### src/rtl/dpram_access_scheduler_if.sv
// Request/response channels, RAM-side ports and control/status of the dual-port RAM scheduler.
// The slave modport is the scheduler's view; the master modport is the requesters + RAM view.
interface dpram_access_scheduler_if #(
  parameter int unsigned AW = 8,
  parameter int unsigned DW = 32,
  parameter int unsigned CW = 16
);
  logic          clearReq;
  logic          initDone;
  logic [CW-1:0] conflictCount;

  logic          aReqValid;
  logic          aReqReady;
  logic          aReqWrite;
  logic [AW-1:0] aReqAddr;
  logic [DW-1:0] aReqWData;
  logic          aRspValid;
  logic [DW-1:0] aRspData;

  logic          bReqValid;
  logic          bReqReady;
  logic          bReqWrite;
  logic [AW-1:0] bReqAddr;
  logic [DW-1:0] bReqWData;
  logic          bRspValid;
  logic [DW-1:0] bRspData;

  logic          ramAEn;
  logic          ramAWrite;
  logic [AW-1:0] ramAAddr;
  logic [DW-1:0] ramAWriteData;
  logic [DW-1:0] ramAReadData;

  logic          ramBEn;
  logic          ramBWrite;
  logic [AW-1:0] ramBAddr;
  logic [DW-1:0] ramBWriteData;
  logic [DW-1:0] ramBReadData;

  modport slave (
    input  clearReq,
    input  aReqValid, aReqWrite, aReqAddr, aReqWData,
    input  bReqValid, bReqWrite, bReqAddr, bReqWData,
    input  ramAReadData, ramBReadData,
    output initDone, conflictCount,
    output aReqReady, aRspValid, aRspData,
    output bReqReady, bRspValid, bRspData,
    output ramAEn, ramAWrite, ramAAddr, ramAWriteData,
    output ramBEn, ramBWrite, ramBAddr, ramBWriteData
  );

  modport master (
    output clearReq,
    output aReqValid, aReqWrite, aReqAddr, aReqWData,
    output bReqValid, bReqWrite, bReqAddr, bReqWData,
    output ramAReadData, ramBReadData,
    input  initDone, conflictCount,
    input  aReqReady, aRspValid, aRspData,
    input  bReqReady, bRspValid, bRspData,
    input  ramAEn, ramAWrite, ramAAddr, ramAWriteData,
    input  ramBEn, ramBWrite, ramBAddr, ramBWriteData
  );
endinterface

### src/rtl/dpram_access_scheduler.sv
// Dual-port RAM front end: per-port request pass-through, round-robin serialisation of
// same-address write collisions, registered read responses and a zero-fill sweep.
module dpram_access_scheduler #(
  parameter int unsigned AW            = 8,
  parameter int unsigned DW            = 32,
  parameter int unsigned CW            = 16,
  parameter bit          INIT_ON_RESET = 1'b1
) (
  input logic                     clk,
  input logic                     rstN,
  dpram_access_scheduler_if.slave bus
);

  localparam int unsigned   PW       = (AW > 1) ? AW - 1 : 1;
  localparam logic [PW-1:0] PTR_LAST = PW'((64'd1 << (AW - 1)) - 64'd1);
  localparam logic [CW-1:0] CNT_MAX  = {CW{1'b1}};

  typedef enum logic {
    ST_INIT = 1'b0,
    ST_RUN  = 1'b1
  } state_t;

  state_t        r_state;
  state_t        w_state_nxt;
  logic [PW-1:0] r_init_ptr;
  logic [PW-1:0] w_init_ptr_nxt;
  logic          r_rr_b;
  logic          w_rr_b_nxt;
  logic [CW-1:0] r_conflict_cnt;
  logic [CW-1:0] w_conflict_cnt_nxt;
  logic          r_init_done;

  logic          r_a_rsp_valid;
  logic [DW-1:0] r_a_rsp_data;
  logic          r_b_rsp_valid;
  logic [DW-1:0] r_b_rsp_data;

  logic          w_collision;
  logic          w_a_ready;
  logic          w_b_ready;
  logic          w_a_fire;
  logic          w_b_fire;
  logic          w_a_rd_fire;
  logic          w_b_rd_fire;
  logic [AW-1:0] w_init_addr_a;
  logic [AW-1:0] w_init_addr_b;

  logic          w_ram_a_en;
  logic          w_ram_a_write;
  logic [AW-1:0] w_ram_a_addr;
  logic [DW-1:0] w_ram_a_wdata;
  logic          w_ram_b_en;
  logic          w_ram_b_write;
  logic [AW-1:0] w_ram_b_addr;
  logic [DW-1:0] w_ram_b_wdata;

  // Sweep clears an even/odd address pair per cycle, one on each RAM port.
  if (AW > 1) begin : g_pair_addr
    assign w_init_addr_a = {r_init_ptr, 1'b0};
    assign w_init_addr_b = {r_init_ptr, 1'b1};
  end else begin : g_single_addr
    assign w_init_addr_a = 1'b0;
    assign w_init_addr_b = 1'b1;
  end

  assign w_collision = bus.aReqValid & bus.bReqValid &
                       bus.aReqWrite & bus.bReqWrite &
                       (bus.aReqAddr == bus.bReqAddr);

  // Next-state, arbitration and RAM port drive.
  always_comb begin
    w_state_nxt        = r_state;
    w_init_ptr_nxt     = r_init_ptr;
    w_rr_b_nxt         = r_rr_b;
    w_conflict_cnt_nxt = r_conflict_cnt;
    w_a_ready          = 1'b0;
    w_b_ready          = 1'b0;
    w_ram_a_en         = 1'b0;
    w_ram_a_write      = 1'b0;
    w_ram_a_addr       = '0;
    w_ram_a_wdata      = '0;
    w_ram_b_en         = 1'b0;
    w_ram_b_write      = 1'b0;
    w_ram_b_addr       = '0;
    w_ram_b_wdata      = '0;

    unique case (r_state)
      ST_INIT: begin
        w_ram_a_en    = 1'b1;
        w_ram_a_write = 1'b1;
        w_ram_a_addr  = w_init_addr_a;
        w_ram_b_en    = 1'b1;
        w_ram_b_write = 1'b1;
        w_ram_b_addr  = w_init_addr_b;
        if (r_init_ptr == PTR_LAST) begin
          w_state_nxt    = ST_RUN;
          w_init_ptr_nxt = '0;
        end else begin
          w_init_ptr_nxt = r_init_ptr + PW'(1);
        end
      end
      ST_RUN: begin
        if (bus.clearReq) begin
          w_state_nxt    = ST_INIT;
          w_init_ptr_nxt = '0;
        end else if (w_collision) begin
          // Only the favoured channel proceeds; the loser is favoured next time.
          w_a_ready  = ~r_rr_b;
          w_b_ready  = r_rr_b;
          w_rr_b_nxt = ~r_rr_b;
          if (r_conflict_cnt != CNT_MAX) begin
            w_conflict_cnt_nxt = r_conflict_cnt + CW'(1);
          end
        end else begin
          w_a_ready = 1'b1;
          w_b_ready = 1'b1;
        end
      end
      default: begin
        w_state_nxt = ST_INIT;
      end
    endcase

    w_a_fire = bus.aReqValid & w_a_ready;
    w_b_fire = bus.bReqValid & w_b_ready;

    if (w_a_fire) begin
      w_ram_a_en    = 1'b1;
      w_ram_a_write = bus.aReqWrite;
      w_ram_a_addr  = bus.aReqAddr;
      w_ram_a_wdata = bus.aReqWData;
    end
    if (w_b_fire) begin
      w_ram_b_en    = 1'b1;
      w_ram_b_write = bus.bReqWrite;
      w_ram_b_addr  = bus.bReqAddr;
      w_ram_b_wdata = bus.bReqWData;
    end
  end

  assign w_a_rd_fire = w_a_fire & ~bus.aReqWrite;
  assign w_b_rd_fire = w_b_fire & ~bus.bReqWrite;

  // State, arbitration pointer, counter and read-response registers.
  always_ff @(posedge clk) begin
    if (!rstN) begin
      r_state        <= INIT_ON_RESET ? ST_INIT : ST_RUN;
      r_init_ptr     <= '0;
      r_rr_b         <= 1'b0;
      r_conflict_cnt <= '0;
      r_init_done    <= ~INIT_ON_RESET;
      r_a_rsp_valid  <= 1'b0;
      r_a_rsp_data   <= '0;
      r_b_rsp_valid  <= 1'b0;
      r_b_rsp_data   <= '0;
    end else begin
      r_state        <= w_state_nxt;
      r_init_ptr     <= w_init_ptr_nxt;
      r_rr_b         <= w_rr_b_nxt;
      r_conflict_cnt <= w_conflict_cnt_nxt;
      r_init_done    <= (w_state_nxt == ST_RUN);
      r_a_rsp_valid  <= w_a_rd_fire;
      r_b_rsp_valid  <= w_b_rd_fire;
      if (w_a_rd_fire) begin
        r_a_rsp_data <= bus.ramAReadData;
      end
      if (w_b_rd_fire) begin
        r_b_rsp_data <= bus.ramBReadData;
      end
    end
  end

  assign bus.aReqReady     = w_a_ready;
  assign bus.bReqReady     = w_b_ready;
  assign bus.initDone      = r_init_done;
  assign bus.conflictCount = r_conflict_cnt;
  assign bus.aRspValid     = r_a_rsp_valid;
  assign bus.aRspData      = r_a_rsp_data;
  assign bus.bRspValid     = r_b_rsp_valid;
  assign bus.bRspData      = r_b_rsp_data;

  assign bus.ramAEn        = w_ram_a_en;
  assign bus.ramAWrite     = w_ram_a_write;
  assign bus.ramAAddr      = w_ram_a_addr;
  assign bus.ramAWriteData = w_ram_a_wdata;
  assign bus.ramBEn        = w_ram_b_en;
  assign bus.ramBWrite     = w_ram_b_write;
  assign bus.ramBAddr      = w_ram_b_addr;
  assign bus.ramBWriteData = w_ram_b_wdata;

endmodule

### src/flat_wrapper.sv
// flat-port wrapper written by rule: the top's interface ports become plain ports
module dpram_access_scheduler_flat 
#(
  parameter int unsigned AW            = 8,
  parameter int unsigned DW            = 32,
  parameter int unsigned CW            = 16,
  parameter bit          INIT_ON_RESET = 1'b1
)
  (clk, rstN, bus_clearReq, bus_aReqValid, bus_aReqWrite, bus_aReqAddr, bus_aReqWData, bus_bReqValid, bus_bReqWrite, bus_bReqAddr, bus_bReqWData, bus_ramAReadData, bus_ramBReadData, bus_initDone, bus_conflictCount, bus_aReqReady, bus_aRspValid, bus_aRspData, bus_bReqReady, bus_bRspValid, bus_bRspData, bus_ramAEn, bus_ramAWrite, bus_ramAAddr, bus_ramAWriteData, bus_ramBEn, bus_ramBWrite, bus_ramBAddr, bus_ramBWriteData);
  dpram_access_scheduler_if #(.AW(AW), .DW(DW), .CW(CW)) bus_i ();
  input logic clk;
  input logic rstN;
  input wire logic [$bits(bus_i.clearReq)-1:0] bus_clearReq;
  input wire logic [$bits(bus_i.aReqValid)-1:0] bus_aReqValid;
  input wire logic [$bits(bus_i.aReqWrite)-1:0] bus_aReqWrite;
  input wire logic [$bits(bus_i.aReqAddr)-1:0] bus_aReqAddr;
  input wire logic [$bits(bus_i.aReqWData)-1:0] bus_aReqWData;
  input wire logic [$bits(bus_i.bReqValid)-1:0] bus_bReqValid;
  input wire logic [$bits(bus_i.bReqWrite)-1:0] bus_bReqWrite;
  input wire logic [$bits(bus_i.bReqAddr)-1:0] bus_bReqAddr;
  input wire logic [$bits(bus_i.bReqWData)-1:0] bus_bReqWData;
  input wire logic [$bits(bus_i.ramAReadData)-1:0] bus_ramAReadData;
  input wire logic [$bits(bus_i.ramBReadData)-1:0] bus_ramBReadData;
  output wire logic [$bits(bus_i.initDone)-1:0] bus_initDone;
  output wire logic [$bits(bus_i.conflictCount)-1:0] bus_conflictCount;
  output wire logic [$bits(bus_i.aReqReady)-1:0] bus_aReqReady;
  output wire logic [$bits(bus_i.aRspValid)-1:0] bus_aRspValid;
  output wire logic [$bits(bus_i.aRspData)-1:0] bus_aRspData;
  output wire logic [$bits(bus_i.bReqReady)-1:0] bus_bReqReady;
  output wire logic [$bits(bus_i.bRspValid)-1:0] bus_bRspValid;
  output wire logic [$bits(bus_i.bRspData)-1:0] bus_bRspData;
  output wire logic [$bits(bus_i.ramAEn)-1:0] bus_ramAEn;
  output wire logic [$bits(bus_i.ramAWrite)-1:0] bus_ramAWrite;
  output wire logic [$bits(bus_i.ramAAddr)-1:0] bus_ramAAddr;
  output wire logic [$bits(bus_i.ramAWriteData)-1:0] bus_ramAWriteData;
  output wire logic [$bits(bus_i.ramBEn)-1:0] bus_ramBEn;
  output wire logic [$bits(bus_i.ramBWrite)-1:0] bus_ramBWrite;
  output wire logic [$bits(bus_i.ramBAddr)-1:0] bus_ramBAddr;
  output wire logic [$bits(bus_i.ramBWriteData)-1:0] bus_ramBWriteData;
  assign bus_i.clearReq = bus_clearReq;
  assign bus_i.aReqValid = bus_aReqValid;
  assign bus_i.aReqWrite = bus_aReqWrite;
  assign bus_i.aReqAddr = bus_aReqAddr;
  assign bus_i.aReqWData = bus_aReqWData;
  assign bus_i.bReqValid = bus_bReqValid;
  assign bus_i.bReqWrite = bus_bReqWrite;
  assign bus_i.bReqAddr = bus_bReqAddr;
  assign bus_i.bReqWData = bus_bReqWData;
  assign bus_i.ramAReadData = bus_ramAReadData;
  assign bus_i.ramBReadData = bus_ramBReadData;
  assign bus_initDone = bus_i.initDone;
  assign bus_conflictCount = bus_i.conflictCount;
  assign bus_aReqReady = bus_i.aReqReady;
  assign bus_aRspValid = bus_i.aRspValid;
  assign bus_aRspData = bus_i.aRspData;
  assign bus_bReqReady = bus_i.bReqReady;
  assign bus_bRspValid = bus_i.bRspValid;
  assign bus_bRspData = bus_i.bRspData;
  assign bus_ramAEn = bus_i.ramAEn;
  assign bus_ramAWrite = bus_i.ramAWrite;
  assign bus_ramAAddr = bus_i.ramAAddr;
  assign bus_ramAWriteData = bus_i.ramAWriteData;
  assign bus_ramBEn = bus_i.ramBEn;
  assign bus_ramBWrite = bus_i.ramBWrite;
  assign bus_ramBAddr = bus_i.ramBAddr;
  assign bus_ramBWriteData = bus_i.ramBWriteData;
  dpram_access_scheduler #(.AW(AW), .DW(DW), .CW(CW), .INIT_ON_RESET(INIT_ON_RESET)) u_core (.clk(clk), .rstN(rstN), .bus(bus_i));
endmodule
### config.mk
export PLATFORM = sky130hd
export DESIGN_NAME = dpram_access_scheduler_flat
export DESIGN_NICKNAME = d
export VERILOG_FILES = /design/src/rtl/dpram_access_scheduler_if.sv /design/src/rtl/dpram_access_scheduler.sv /design/src/flat_wrapper.sv
export SDC_FILE = /design/constraint.sdc
export NUM_CORES = 1
export LEC_CHECK = 0
export BUFFER_PORTS_ARGS = -buffer_cell sky130_fd_sc_hd__buf_2
export CORE_AREA = 3 3 122 124
export DETAILED_ROUTE_END_ITERATION = 12
export DIE_AREA = 0 0 125 127
export HOLD_SLACK_MARGIN = 0.1
export PLACE_DENSITY = 0.74
export SYNTH_ARGS = -nofsm -noshare
export SYNTH_HDL_FRONTEND = slang
export SYNTH_SLANG_ARGS = --single-unit
### constraint.sdc
create_clock -name clk -period 3.7 [get_ports clk]
set_clock_uncertainty 0.15 [all_clocks]
set_input_delay 0.74 -clock clk [delete_from_list [all_inputs] [get_ports clk]]
set_output_delay 0.74 -clock clk [all_outputs]
set_load 0.03 [all_outputs]
==> summary.txt <==
Yosys
  • Synth cell count leaders: nand2_1 (141), dfxtp_1 (91), a21oi_1 (80), and2_1 (67), clkbuf_1 (35)
  • Post-synth EDFFs: 0
  • Register area share after synthesis: 42.71%
  • Synth area leaders: dfxtp_1 (43%), nand2_1 (12%), and2_1 (9.8%)
  • Syn nets: 710
  • Synth top area share: between 40% and 50%
  • Post-synth ARST share: 0%
  • Post-synthesis cell count: approximately 560
  • FF+latch count, synth: slightly above 90
  • Syn avg cell area: 7.658 um^2
  • Synthesis Warnings: 0
  • Post-synth cell types: 36
  • Synth Flop Type: dfxtp_1
  • Most common cell in the netlist: nand2_1
  • Synth Cell Area: between 4000 and 5000 um^2
  • Largest area contributor in the netlist: dfxtp_1

Global routing
  • Initial antenna violation count: 1
  • Vias in the first global route: 4450
  • Grt ovf: 0
  • Global-route wire length before repair: approximately 23 mm
  • Largest net degree at the start of global routing: 49
  • Total GRT Usage: 17.69%

Finish
  • Final nets: 1012
  • Antenna diode count: 0
  • Finished Cell Area: 6367 um^2
  • Non-Filler Instances: 1044
  • Fraction of final layout cells sized beyond drive strength 1: between 40% and 50%
  • Layout Area Growth over Synthesis: 49.28%

Drt
  • Detailed-route DRC error count: 0
  • Routed Antenna Nets: 0
  • Post-Route WL: 15.03 mm
  • Initial drt markers: roughly 290
  • Routed WL per cell: 14.39 um
  • Initial DRT Pass Iterations: 5
  • Via count: 4903
  • Vias per cell: 4.696

Power and ir drop
  • VDD IR max: 295.0 uV
  • Sequential share of power: 47.5%
  • Power per cell area: 325.7 nW/um^2
  • P_sw: 0.0004700 W
  • Comb power frac: 7.6%
  • Total Power: 0.002074 W
  • P_int: 0.001604 W
  • Switching share of power: 22.67%
  • Part of the power in the clock network: 45.0%
  • Pleak: 3.204 nW

Floorplanning
  • Die Footprint: 15880 um^2
  • Die Wd: 125 um
  • Die height: 127 um
  • Initial Util: 30.73%
  • Placeable Area: 13880 um^2
  • FP Rows: 43
  • Top Ports: 320

Status
  • Status: complete, no violations

STA
  • Fin crit share: about nine tenths
  • Max-slew violations: 0
  • Slew headroom: 54.09%
  • Worst-Margin Slew: 687.1 ps
  • RSZ-0062 raised after global routing: false
  • Finish-stage setup viols: 0
  • Max Clock Freq: 298.0 MHz
  • Crit path time final: 3356 ps
  • Final-report hold violation count: 0
  • Hold slack: 300.4 ps
  • Total negative slack: 0 ps

Clock tree
  • Clock-pin slew on the worst setup and hold paths: 60 ps
  • Post-CTS Setup Inserts: 0
  • Root Buffer: clkbuf_16
  • Clk buf depth: 2
  • CTS tree: built
  • Clock buffer count from CTS: 9
  • Clock latency on the worst-skew pair: roughly 340 ps
  • Htree depth: 3
  • CTS Hold Bufs: 0
  • PostCTS Resize Cnt: 0
  • CTS sink count: 91

Worst setup path
  • Crit path DAT: 2470 ps
  • Worst path slowest cell: o41ai_2
  • WP data required: between 2000 and 3000 ps
  • Crit start category: primary input
  • Critical-path cell list: buf_2 -> xnor2_1 -> nand3_1 -> o41ai_2 -> nor2_4 -> a21o_1 -> buf_2
  • Crit-path max cell delay: between 500 and 600 ps
  • Setup crit end kind: output port
  • Crit-path max FO: 40
  • Most numerous cell on the critical path: buf_2
  • Kind of critical path: in2out

Place
  • Placer Congestion: 0.7906
  • Area post-placement: 6051 um^2
  • IO Port Bufs: 319
  • Placed wire-length estimate: 11.57 mm
  • Placed insts: 1028

Job
  • Max_cap viols: 0

Hold path
  • Worst min path class: reg2reg
-- placed cells by master, fill, tap and decap left out, types with 11 or more instances in the layout --
master     n
buf_2    319
nand2_1  141
dfxtp_1   91
a21oi_1   80
and2_1    67
a21o_1    15
o21ai_0   12
nor2b_1   11
nor2_1    11
-- metal layers --
metal | track usage [%] | vias to the layer above | routed length, um
met4 | 3.508 | 2 | 134
met5 | 0 | - | 13
met2 | 27.71 | 186 | 6919
met1 | 23.35 | 2232 | 6646
li1 | - | 2470 | -
met3 | 6.940 | 13 | 1310
-- cell families after synthesis --
family	after synthesis	share of synthesized area, %
muxes	4	0.9680
xor gates and xnor gates	9	1.848
buffers and inverters	41	3.813
AOI/OAI and AO/OA	124	16.63
DFF	91	42.71
and+or+nand+nor	286	33.44
adders and majority gates	2	0.5866
-- worst max-delay path: cells and delay by family --
family / cells / cell delay, ps
AOI/OAI and AO/OA: 2 / 760
xor gates and xnor gates: 1 / 200
buffers and inverters: 2 / 300
and+or+nand+nor: 2 / 450
-- metrics by stage --
step	utilization, %	setup slack [ps]
finish	45.87	343.7
global route	45.87	157.8
CTS	45.78	88.85
detailed placement	43.59	93.59
global placement	43.59	190.6
floorplan	-	562.0
-- layout make-up --
cell class	count	area [um^2]
clock buffer	10	239.0
clock inverter	6	65.06
fill	1427	7513
inverter	3	11.26
multi-input combinational	425	2308
sequential	91	1822
tap	180	225.2
timing repair buffer	329	1697
-- power by group through the flow --
stage | sequential [W] | combinational, W | clock, W
after floorplan | 0.00101 | 0.0000531 | 0
after global placement | 0.00101 | 0.000156 | 0
after detailed placement | 0.00101 | 0.000156 | 0
after CTS | 0.000984 | 0.000157 | 0.000963
after global routing | 0.000984 | 0.000173 | 0.00100
final | 0.000984 | 0.000157 | 0.000932
-- final timing paths --
kind,start,endpoint,slack [ps],cells after the start
setup / recovery,bus_bReqAddr[1],bus_ramAAddr[1],340,7
hold / removal,u_core.bus.bRspData[11]$_SDFFE_PN0P_,u_core.bus.bRspData[11]$_SDFFE_PN0P_,300,2
setup reg to reg,u_core.bus.initDone$_SDFF_PN0_,u_core.bus.conflictCount[7]$_SDFFE_PN0P_,1430,5
hold reg to reg,u_core.bus.bRspData[11]$_SDFFE_PN0P_,u_core.bus.bRspData[11]$_SDFFE_PN0P_,300,2
-- sequential cells by signal, indices dropped and copies added, names as in the netlist --
| register | count |
|---|---|
| u_core.bus.aRspData | 32 |
| u_core.bus.bRspData | 32 |
| u_core.bus.conflictCount | 16 |
| u_core.r_init_ptr | 7 |
| u_core.bus.aRspValid | 1 |
| u_core.bus.bRspValid | 1 |
| u_core.bus.initDone | 1 |
| u_core.r_rr_b | 1 |
Power figures use the tool's default switching activity.
